File: config.mk
export PLATFORM = sky130hd
export DESIGN_NAME = i2c_txn_arbiter
export DESIGN_NICKNAME = d
export VERILOG_FILES = /design/src/rtl/i2c_txn_arbiter.sv
export SDC_FILE = /design/constraint.sdc
export NUM_CORES = 1
export LEC_CHECK = 0
export ABC_AREA = 1
export CORE_MARGIN = 8
export CORE_UTILIZATION = 47
export CTS_CLUSTER_SIZE = 25
export DETAILED_ROUTE_END_ITERATION = 8
export PLACE_DENSITY = 0.81
export SETUP_SLACK_MARGIN = 0.2
export SYNTH_ARGS = -nofsm -noshare
export SYNTH_HDL_FRONTEND = slang
export SYNTH_SLANG_ARGS = --single-unit
File: constraint.sdc
create_clock -name clk -period 2.1 [get_ports clk]
set_input_delay 0.42 -clock clk [delete_from_list [all_inputs] [get_ports clk]]
set_output_delay 0.42 -clock clk [all_outputs]
set_load 0.01 [all_outputs]
File: src/rtl/i2c_txn_arbiter.sv
`default_nettype none
// ============================================================================
// i2c_txn_arbiter: round-robin share of one I2C master between two requesters
// Rev 1.0
// ============================================================================
module i2c_txn_arbiter #(
    parameter int ADDR_LEN      = 7,
    parameter int DATA_LEN      = 8,
    parameter int TO_W          = 16,
    parameter int START_TIMEOUT = 16,
    parameter int TXN_TIMEOUT   = 4000
) (
    input  logic                clk,
    input  logic                rst_n,
    input  logic                req0,
    input  logic                req1,
    input  logic [ADDR_LEN-1:0] addr0,
    input  logic [ADDR_LEN-1:0] addr1,
    input  logic                rw0,
    input  logic                rw1,
    input  logic [DATA_LEN-1:0] wd0_1,
    input  logic [DATA_LEN-1:0] wd0_2,
    input  logic [DATA_LEN-1:0] wd1_1,
    input  logic [DATA_LEN-1:0] wd1_2,
    output logic                gnt0,
    output logic                gnt1,
    output logic                done0,
    output logic                done1,
    output logic                err0,
    output logic                err1,
    output logic                m_start,
    output logic [ADDR_LEN-1:0] m_add_reg,
    output logic                m_r_w,
    output logic [DATA_LEN-1:0] m_data_1,
    output logic [DATA_LEN-1:0] m_data_2,
    input  logic                m_free,
    output logic                busy,
    output logic                owner
);

    typedef enum logic [1:0] {
        IDLE    = 2'd0,
        LAUNCH  = 2'd1,
        BUSY    = 2'd2,
        RECOVER = 2'd3
    } state_t;

    localparam logic [TO_W-1:0] START_LAST = TO_W'(START_TIMEOUT - 1);
    localparam logic [TO_W-1:0] TXN_LAST   = TO_W'(TXN_TIMEOUT - 1);

    state_t          state;
    logic [TO_W-1:0] counter;
    logic [TO_W-1:0] counter_inc;
    logic            last_grant;
    logic            winner;

    // On a tie the requester that did not win last time goes first.
    assign winner      = (req0 && req1) ? ~last_grant : req1;
    assign counter_inc = (counter == '1) ? counter : counter + 1'b1;

    always_ff @(posedge clk) begin
        if (!rst_n) begin
            state      <= IDLE;
            counter    <= '0;
            last_grant <= 1'b1;
            gnt0       <= 1'b0;
            gnt1       <= 1'b0;
            done0      <= 1'b0;
            done1      <= 1'b0;
            err0       <= 1'b0;
            err1       <= 1'b0;
            m_start    <= 1'b0;
            m_add_reg  <= '0;
            m_r_w      <= 1'b0;
            m_data_1   <= '0;
            m_data_2   <= '0;
            busy       <= 1'b0;
            owner      <= 1'b0;
        end else begin
            gnt0  <= 1'b0;
            gnt1  <= 1'b0;
            done0 <= 1'b0;
            done1 <= 1'b0;
            err0  <= 1'b0;
            err1  <= 1'b0;
            case (state)
                IDLE: begin
                    if (req0 || req1) begin
                        owner     <= winner;
                        m_add_reg <= winner ? addr1 : addr0;
                        m_r_w     <= winner ? rw1   : rw0;
                        m_data_1  <= winner ? wd1_1 : wd0_1;
                        m_data_2  <= winner ? wd1_2 : wd0_2;
                        gnt0      <= ~winner;
                        gnt1      <= winner;
                        m_start   <= 1'b1;
                        counter   <= '0;
                        busy      <= 1'b1;
                        state     <= LAUNCH;
                    end
                end
                LAUNCH: begin
                    if (!m_free) begin
                        m_start <= 1'b0;
                        counter <= '0;
                        state   <= BUSY;
                    end else if (counter == START_LAST) begin
                        // Master never acknowledged start: abort with error.
                        m_start    <= 1'b0;
                        done0      <= ~owner;
                        done1      <= owner;
                        err0       <= ~owner;
                        err1       <= owner;
                        last_grant <= owner;
                        busy       <= 1'b0;
                        state      <= IDLE;
                    end else begin
                        counter <= counter_inc;
                    end
                end
                BUSY: begin
                    if (m_free) begin
                        done0      <= ~owner;
                        done1      <= owner;
                        last_grant <= owner;
                        busy       <= 1'b0;
                        state      <= IDLE;
                    end else if (counter == TXN_LAST) begin
                        // Hung master: report now, then wait for it to go idle.
                        done0      <= ~owner;
                        done1      <= owner;
                        err0       <= ~owner;
                        err1       <= owner;
                        last_grant <= owner;
                        state      <= RECOVER;
                    end else begin
                        counter <= counter_inc;
                    end
                end
                RECOVER: begin
                    if (m_free) begin
                        busy  <= 1'b0;
                        state <= IDLE;
                    end
                end
                default: state <= IDLE;
            endcase
        end
    end

endmodule
`default_nettype wire

==> run metrics, run 1 <==
path category of the worst min-delay check register to register; total negative slack for setup checks 0 ns; Fmax 572.3 MHz; post-layout utilization of the core 0.6650; number of vias per cell after detailed routing 5.209; crit-path leading delay family simple AND/OR/NAND/NOR gates; overall fraction of global-route tracks in use 0.1869; overall overflow remaining after global route 0; part of the power in registers 0.369; number of flip-flops under the largest register name 16; Post-synth EDFFs 0; Worst EP arrival 1.99 ns; most frequent standard cell in the layout excluding fill and tap cells sky130_fd_sc_hd__nand2_1; relative max-transition margin 0.7437; yosys synthesis warning count 0; hold path startpoint busy$_SDFFE_PN0P_; largest register by flop count counter; H-tree Lvls 2; setup clock skew after layout 0.01224 ns; required time of the worst setup path 2.34 ns; clock sinks 52; predominant post-synthesis flop cell sky130_fd_sc_hd__dfxtp_1; Placeable Area 5816 um^2; WL met2 3.700 mm; total of flip-flops plus latches after synthesis 52; total power 0.003709 W; Most common cell on crit path sky130_fd_sc_hd__nand2_4; initial standard-cell utilization of the core 0.4763; number of buffers added to fix hold violations after cts 0; share of cells above drive strength 1 0.08417; total routed wirelength 8.121 mm; final critical path time including I/O delays and setup 1.747 ns; Critical Path End Type register; result of the run finished, final reports clean; CP max FO 14; library cells used by synthesis 35; CP max stage delay 0.39 ns; Post-route DRC 0; share of the cycle needed by the critical path after routing 0.8321; count of pins on the block boundary 86; pre-CTS setup slack -0.09085 ns; most frequent cells in the layout sky130_fd_sc_hd__nand2_1, sky130_fd_sc_hd__clkdlybuf4s50_1, sky130_fd_sc_hd__dfxtp_1; number of nets in the layout 557; maximum clock path buffer count 2; vias after detailed routing 2990; antenna-violating nets left 0; final setup vio count 0; setup repair after global routing missed its margin false; synthesized net count 470; share of async-settable or async-resettable flops after synthesis 0; Final Hold Vio Count 0; number of global-route vias before repair 2909; Clk Latency, worst-skew pair 0.31 ns; synthesis-to-finish area growth 39.61%; count of filler cells inserted in the layout 502; final setup slack of the worst path 0.3526 ns; standby leakage power 1.557 nW; startpoint kind of the worst setup timing path register; drt first-iter violations 169; power per unit of standard cell area 959.1 nW/um^2; reg2reg start counter[0]$_SDFFE_PN0P_; Top Registers counter: 16 flops, m_data_1: 8 flops, m_data_2: 8 flops; sum of routed wire segments on met1 3.533 mm; internal power consumption 0.002288 W; Synth Instances 412; area of the die 8606 um^2; Post-DP HPWL 6.207 mm; Pre-antenna DRT Iters 4; launch point of the worst path counter[0]$_SDFFE_PN0P_; library cell used as clock root buffer sky130_fd_sc_hd__clkbuf_8; total net switching power 0.001421 W; mapped cell area 2770 um^2; mean routed wirelength per cell 14.15 um; clock network fraction of total power 0.153; sequential fraction of the synthesis area 0.3758; worst IR drop on VDD 0.5847 mV; number of buffers created by CTS 5; cell count after placement 566; slew at the pin closest to its max-slew limit 0.3823 ns; worst path buffer plus inverter count 0; final std cells w/o fill 574; Die X-Extent 92.77 um; critical setup path kind register to register; RD Place Congestion 0.9085; max-capacitance violation count 0; cell with the largest stage delay on the worst path sky130_fd_sc_hd__dfxtp_1; worst path cell trace ha_1 > nand3_4 > nor2_4 > nand3_2 > nand2_2 > nand2_4 > nand2_4 > nand2_1 > a21oi_1; overall die height 92.77 um; Port-buffer cells 85; post-CTS clock slew at the launch and capture registers of the worst setup and hold paths 0.10 ns; Final Max Slew Viols 0; count of inserted antenna diode cells 0; antenna violations before repair 0; Cell Rows 28; maximum number of pins on one net before global-route repair 50; highest routed layer met4; clock tree from TritonCTS yes; routed wl met3 832 um; wire length of the first global-routing pass 13.34 mm; mean post-synth cell area 6.724 um^2; switching share of power 0.3831; combinational fraction of design power 0.479
timing repair:
item	CTS	global route
setup buffers	0	1
resized for setup	1	6
endpoints found under the setup margin	13	16
cell families after synthesis:
logic type      after synthesis  share of synthesized area
xor+xnor                      6                    0.01897
buf+inv                      48                    0.07046
flops                        52                     0.3758
compound gates               86                     0.1789
simple gates                215                     0.3333
fa+ha+maj                     5                    0.02258
area by class of cell:
type,instances,area (um^2),share of cell area
Sequential cell,52,1044,0.2698
Clock inverter,1,5.005,0.001294
Inverter,30,112.6,0.02912
Tap cell,75,93.84,0.02426
Clock buffer,6,72.57,0.01876
Multi-Input combinational cell,312,1567,0.4050
Timing Repair Buffer,98,973.4,0.2517
worst paths after layout:
check                                 end  slack (ns)  depth (start not counted)
hold reg to reg         busy$_SDFFE_PN0P_        0.47                          2
setup reg to reg  counter[5]$_SDFFE_PN0P_        0.35                          9
setup / recovery  counter[5]$_SDFFE_PN0P_        0.35                          9
hold / removal          busy$_SDFFE_PN0P_        0.47                          2
worst reg2reg max path, cell delays in order (launching register included):
cell and delay (ns):
sky130_fd_sc_hd__dfxtp_1 0.39, sky130_fd_sc_hd__ha_1 0.25, sky130_fd_sc_hd__nand3_4 0.16, sky130_fd_sc_hd__nor2_4 0.17, sky130_fd_sc_hd__nand3_2 0.10, sky130_fd_sc_hd__nand2_2 0.14
sky130_fd_sc_hd__nand2_4 0.09, sky130_fd_sc_hd__nand2_4 0.16, sky130_fd_sc_hd__nand2_1 0.08, sky130_fd_sc_hd__a21oi_1 0.15
power by group through the flow:
stage | sequential (W) | clock [W] | combinational (W)
final | 0.00137 | 0.000566 | 0.00178
after global routing | 0.00140 | 0.000611 | 0.00195
after floorplan | 0.00146 | 0 | 0.000824
after global placement | 0.00137 | 0 | 0.00169
after detailed placement | 0.00138 | 0 | 0.00171
after CTS | 0.00136 | 0.000571 | 0.00173
stage by stage:
| stage | area (um^2) | hold WS (ns) |
|---|---|---|
| final | 3867 | 0.4670 |
| after CTS | 3822 | 0.4746 |
| after global routing | 3867 | 0.5055 |
| after floorplan | 2770 | 0.4413 |
| after detailed placement | 3737 | 0.4600 |
| after global placement | 3737 | 0.4418 |
routing by layer:
metal	vias to the layer above	track usage
met5	-	0
met4	0	0.04564
met3	5	0.07929
met2	92	0.3071
met1	1366	0.2188
li1	1527	-
synth_stat cells, drive strengths merged (3+ instances only):
master,count,area (um^2)
clkbuf,14,53.80
nor2,43,173.9
ha,5,62.56
clkinv,3,11.26
nand2,128,500.5
dfxtp,52,1041
o21ai,34,170.2
inv,27,101.3
nor3,5,30.03
xor2,5,43.79
nand4,4,25.02
a21oi,26,156.4
nand3,30,160.2
buf,4,28.78
a31oi,24,150.1
Power figures use the tool's default switching activity.
==> run 2: changes to the inputs <==
--- a/config.mk
+++ b/config.mk
@@ -7,10 +7,10 @@
 export LEC_CHECK = 0
 export ABC_AREA = 1
 export CORE_MARGIN = 8
-export CORE_UTILIZATION = 47
+export CORE_UTILIZATION = 42
 export CTS_CLUSTER_SIZE = 25
 export DETAILED_ROUTE_END_ITERATION = 8
-export PLACE_DENSITY = 0.81
+export PLACE_DENSITY = 0.76
 export SETUP_SLACK_MARGIN = 0.2
 export SYNTH_ARGS = -nofsm -noshare
 export SYNTH_HDL_FRONTEND = slang
==> constraint.sdc (replaced) <==
create_clock -name clk -period 1.6 [get_ports clk]
set_input_delay 0.32 -clock clk [delete_from_list [all_inputs] [get_ports clk]]
set_output_delay 0.32 -clock clk [all_outputs]
set_load 0.01 [all_outputs]
==> run 2 against run 1 <==
The flow now finishes with violations (setup timing). Power increased by 88%. Via count increased by 17%. Register-to-register slack got worse by 0.46 ns. Worst setup slack got worse by 0.46 ns. Largest cell class unchanged. Flip-flop and latch count unchanged. Clock-buffer cell count decreased by 1.
==> run metrics, run 2 (synthesis gave the netlist of run 1 again) <==
result of the run complete, but fails checks (was finished, final reports clean); violations in the final reports setup timing; total power 0.006978 W (was 0.003709 W); setup repair after global routing missed its margin true (was false); vias after detailed routing 3508 (was 2990); Post-route DRC 0 (unchanged); worst IR drop on VDD 1.138 mV (was 0.5847 mV); setup clock skew after layout 0.02080 ns (was 0.01224 ns); post-route worst hold slack 0.5080 ns (was 0.4670 ns); reg-to-reg slack, setup -0.10 ns (was 0.35 ns); max-capacitance violation count 0 (unchanged); maximum number of pins on one net before global-route repair 48 (was 50); Clk Latency, worst-skew pair 0.32 ns (was 0.31 ns); reg2reg path depth 9 (unchanged); overall overflow remaining after global route 0 (unchanged); antenna violations before repair 0 (unchanged); power per unit of standard cell area 1408 nW/um^2 (was 959.1 nW/um^2); share of cells above drive strength 1 0.3236 (was 0.08417); Fmax 586.6 MHz (was 572.3 MHz); Pre-antenna DRT Iters 7 (was 4); drt first-iter violations 219 (was 169); post-CTS clock slew at the launch and capture registers of the worst setup and hold paths 0.11 ns (was 0.10 ns); final setup vio count 18 (was 0); Post-DP HPWL 6.335 mm (was 6.207 mm); Worst EP arrival 1.94 ns (was 1.99 ns); final critical path time including I/O delays and setup 1.705 ns (was 1.747 ns); CP max stage delay 0.38 ns (was 0.39 ns); total routed wirelength 11.61 mm (was 8.121 mm); CP max FO 7 (was 14); Critical Path End Type register (unchanged); reg2reg start state[1]$_SDFFE_PN0P_ (was counter[0]$_SDFFE_PN0P_); number of buffers created by CTS 5 (unchanged); RD Place Congestion 0.8624 (was 0.9085); share of the cycle needed by the critical path after routing 1.066 (was 0.8321); wire length of the first global-routing pass 14.85 mm (was 13.34 mm); Die X-Extent 97.22 um (was 92.77 um); mean routed wirelength per cell 18.51 um (was 14.15 um); slew at the pin closest to its max-slew limit 0.4031 ns (was 0.3823 ns); number of nets in the layout 608 (was 557); required time of the worst setup path 1.84 ns (was 2.34 ns); Placeable Area 6350 um^2 (was 5816 um^2); initial standard-cell utilization of the core 0.4363 (was 0.4763); worst r2r dst counter[7]$_SDFFE_PN0P_ (was counter[5]$_SDFFE_PN0P_); area of the die 9451 um^2 (was 8606 um^2); synthesis-to-finish area growth 78.91% (was 39.61%); library cell used as clock root buffer sky130_fd_sc_hd__clkbuf_8 (unchanged); final non-filler cell area 4956 um^2 (was 3867 um^2); Top Registers counter: 16 flops, m_data_1: 8 flops, m_data_2: 8 flops (unchanged); overall die height 97.22 um (was 92.77 um); antenna-violating nets left 0 (unchanged); number of flip-flops under the largest register name 16 (unchanged); startpoint kind of the worst setup timing path register (unchanged); path category of the worst min-delay check register to register (unchanged); final setup slack of the worst path -0.1049 ns (was 0.3526 ns); Cell Rows 29 (was 28); overall fraction of global-route tracks in use 0.1856 (was 0.1869); cell with the largest stage delay on the worst path sky130_fd_sc_hd__dfxtp_4 (was sky130_fd_sc_hd__dfxtp_1); Final Hold Vio Count 0 (unchanged); clock tree from TritonCTS yes (unchanged); Final Max Slew Viols 0 (unchanged); H-tree Lvls 2 (unchanged); largest register by flop count counter (unchanged); maximum clock path buffer count 2 (unchanged); count of pins on the block boundary 86 (unchanged); launch point of the worst path state[1]$_SDFFE_PN0P_ (was counter[0]$_SDFFE_PN0P_); most frequent standard cell in the layout excluding fill and tap cells sky130_fd_sc_hd__nand2_1 (unchanged); Port-buffer cells 85 (unchanged); count of filler cells inserted in the layout 417 (was 502); relative max-transition margin 0.7284 (was 0.7437); most frequent cells in the layout sky130_fd_sc_hd__nand2_1, sky130_fd_sc_hd__clkdlybuf4s50_1, sky130_fd_sc_hd__dfxtp_1 (unchanged); number of vias per cell after detailed routing 5.595 (was 5.209); post-layout utilization of the core 0.7805 (was 0.6650); cell area reported after detailed placement 4023 um^2 (was 3737 um^2); number of global-route vias before repair 3109 (was 2909); clock sinks 52 (unchanged); worst path cell trace buf_6 > buf_6 > ha_4 > nand3_2 > nand2_4 > a21oi_4 > buf_12 > nand3_2 > a21oi_1 (was ha_1 > nand3_4 > nor2_4 > nand3_2 > nand2_2 > nand2_4 > nand2_4 > nand2_1 > a21oi_1); standby leakage power 2.106 nW (was 1.557 nW); critical setup path kind register to register (unchanged); count of inserted antenna diode cells 0 (unchanged); Critical path destination counter[7]$_SDFFE_PN0P_ (was counter[5]$_SDFFE_PN0P_)
==> run 2: cell types whose count changed in the layout (fill, tap and decap cells not counted), sizes merged, moves of 2 or more <==
| cell | delta |
|---|---|
| buf | +45 |
| clkdlybuf4s50 | -34 |
| dlygate4sd2 | +33 |
| clkbuf | +4 |
| bufinv | +2 |
==> run 2: layout make-up <==
| class | instances | area [um^2] | share of cell area |
|---|---|---|---|
| Timing Repair Buffer | 148 | 1520 | 0.3067 |
| Inverter | 30 | 137.6 | 0.02777 |
| Tap cell | 77 | 96.34 | 0.01944 |
| Clock inverter | 2 | 60.06 | 0.01212 |
| Multi-Input combinational cell | 313 | 2006 | 0.4047 |
| Clock buffer | 5 | 68.82 | 0.01389 |
| Sequential cell | 52 | 1067 | 0.2153 |
==> run 2: critical path, delay by kind of cell, from the launching register on <==
kind            cells  cell delay, ns
compound gates      2            0.40
buf+inv             3            0.38
fa+ha+maj           1            0.18
flops               1            0.38
simple gates        3            0.26
==> run 2: per-stage QoR <==
stage / instances / TNS, ns / setup WS [ns]
floorplan: 412 / 0 / 0.1687
global placement: 593 / -4.724 / -0.1866
detailed placement: 593 / -6.378 / -0.2408
CTS: 610 / 0 / 0.05588
global route: 627 / -2.320 / -0.2528
finish: 627 / -1.153 / -0.1049
==> run 2: report_power, final <==
part | internal (W) | total (W) | switching, W
registers | 0.00163 | 0.00187 | 0.000248
logic | 0.00200 | 0.00402 | 0.00201
clock network | 0.000617 | 0.00109 | 0.000470
total | 0.00425 | 0.00698 | 0.00273
==> run 2: worst min-delay path by stage <==
stage | from | endpoint | slack (ns) | cells past startpoint
final | owner$_SDFFE_PN0P_ | owner$_SDFFE_PN0P_ | 0.51 | 2
after global routing | owner$_SDFFE_PN0P_ | owner$_SDFFE_PN0P_ | 0.53 | 2
after CTS | busy$_SDFFE_PN0P_ | busy$_SDFFE_PN0P_ | 0.47 | 2
after detailed placement | busy$_SDFFE_PN0P_ | busy$_SDFFE_PN0P_ | 0.46 | 2
after global placement | busy$_SDFFE_PN0P_ | busy$_SDFFE_PN0P_ | 0.44 | 2
after floorplan | last_grant$_SDFFE_PN1P_ | last_grant$_SDFFE_PN1P_ | 0.44 | 2
==> run 2: timing repair <==
action,4_1_cts,5_1_grt
endpoints found under the setup margin,56,49
cloned,1,8
setup buffers,9,9
hold buffers,0,0
pin swaps,12,28
resized for setup,67,124
hold endpoints to repair,0,0
==> run 2: routing by layer <==
layer	vias up	routed length, um	global-route usage
met5	-	0	0
met4	0	489	0.06061
met3	53	1219	0.08393
met2	208	5524	0.2943
met1	1609	4372	0.2170
li1	1638	-	-
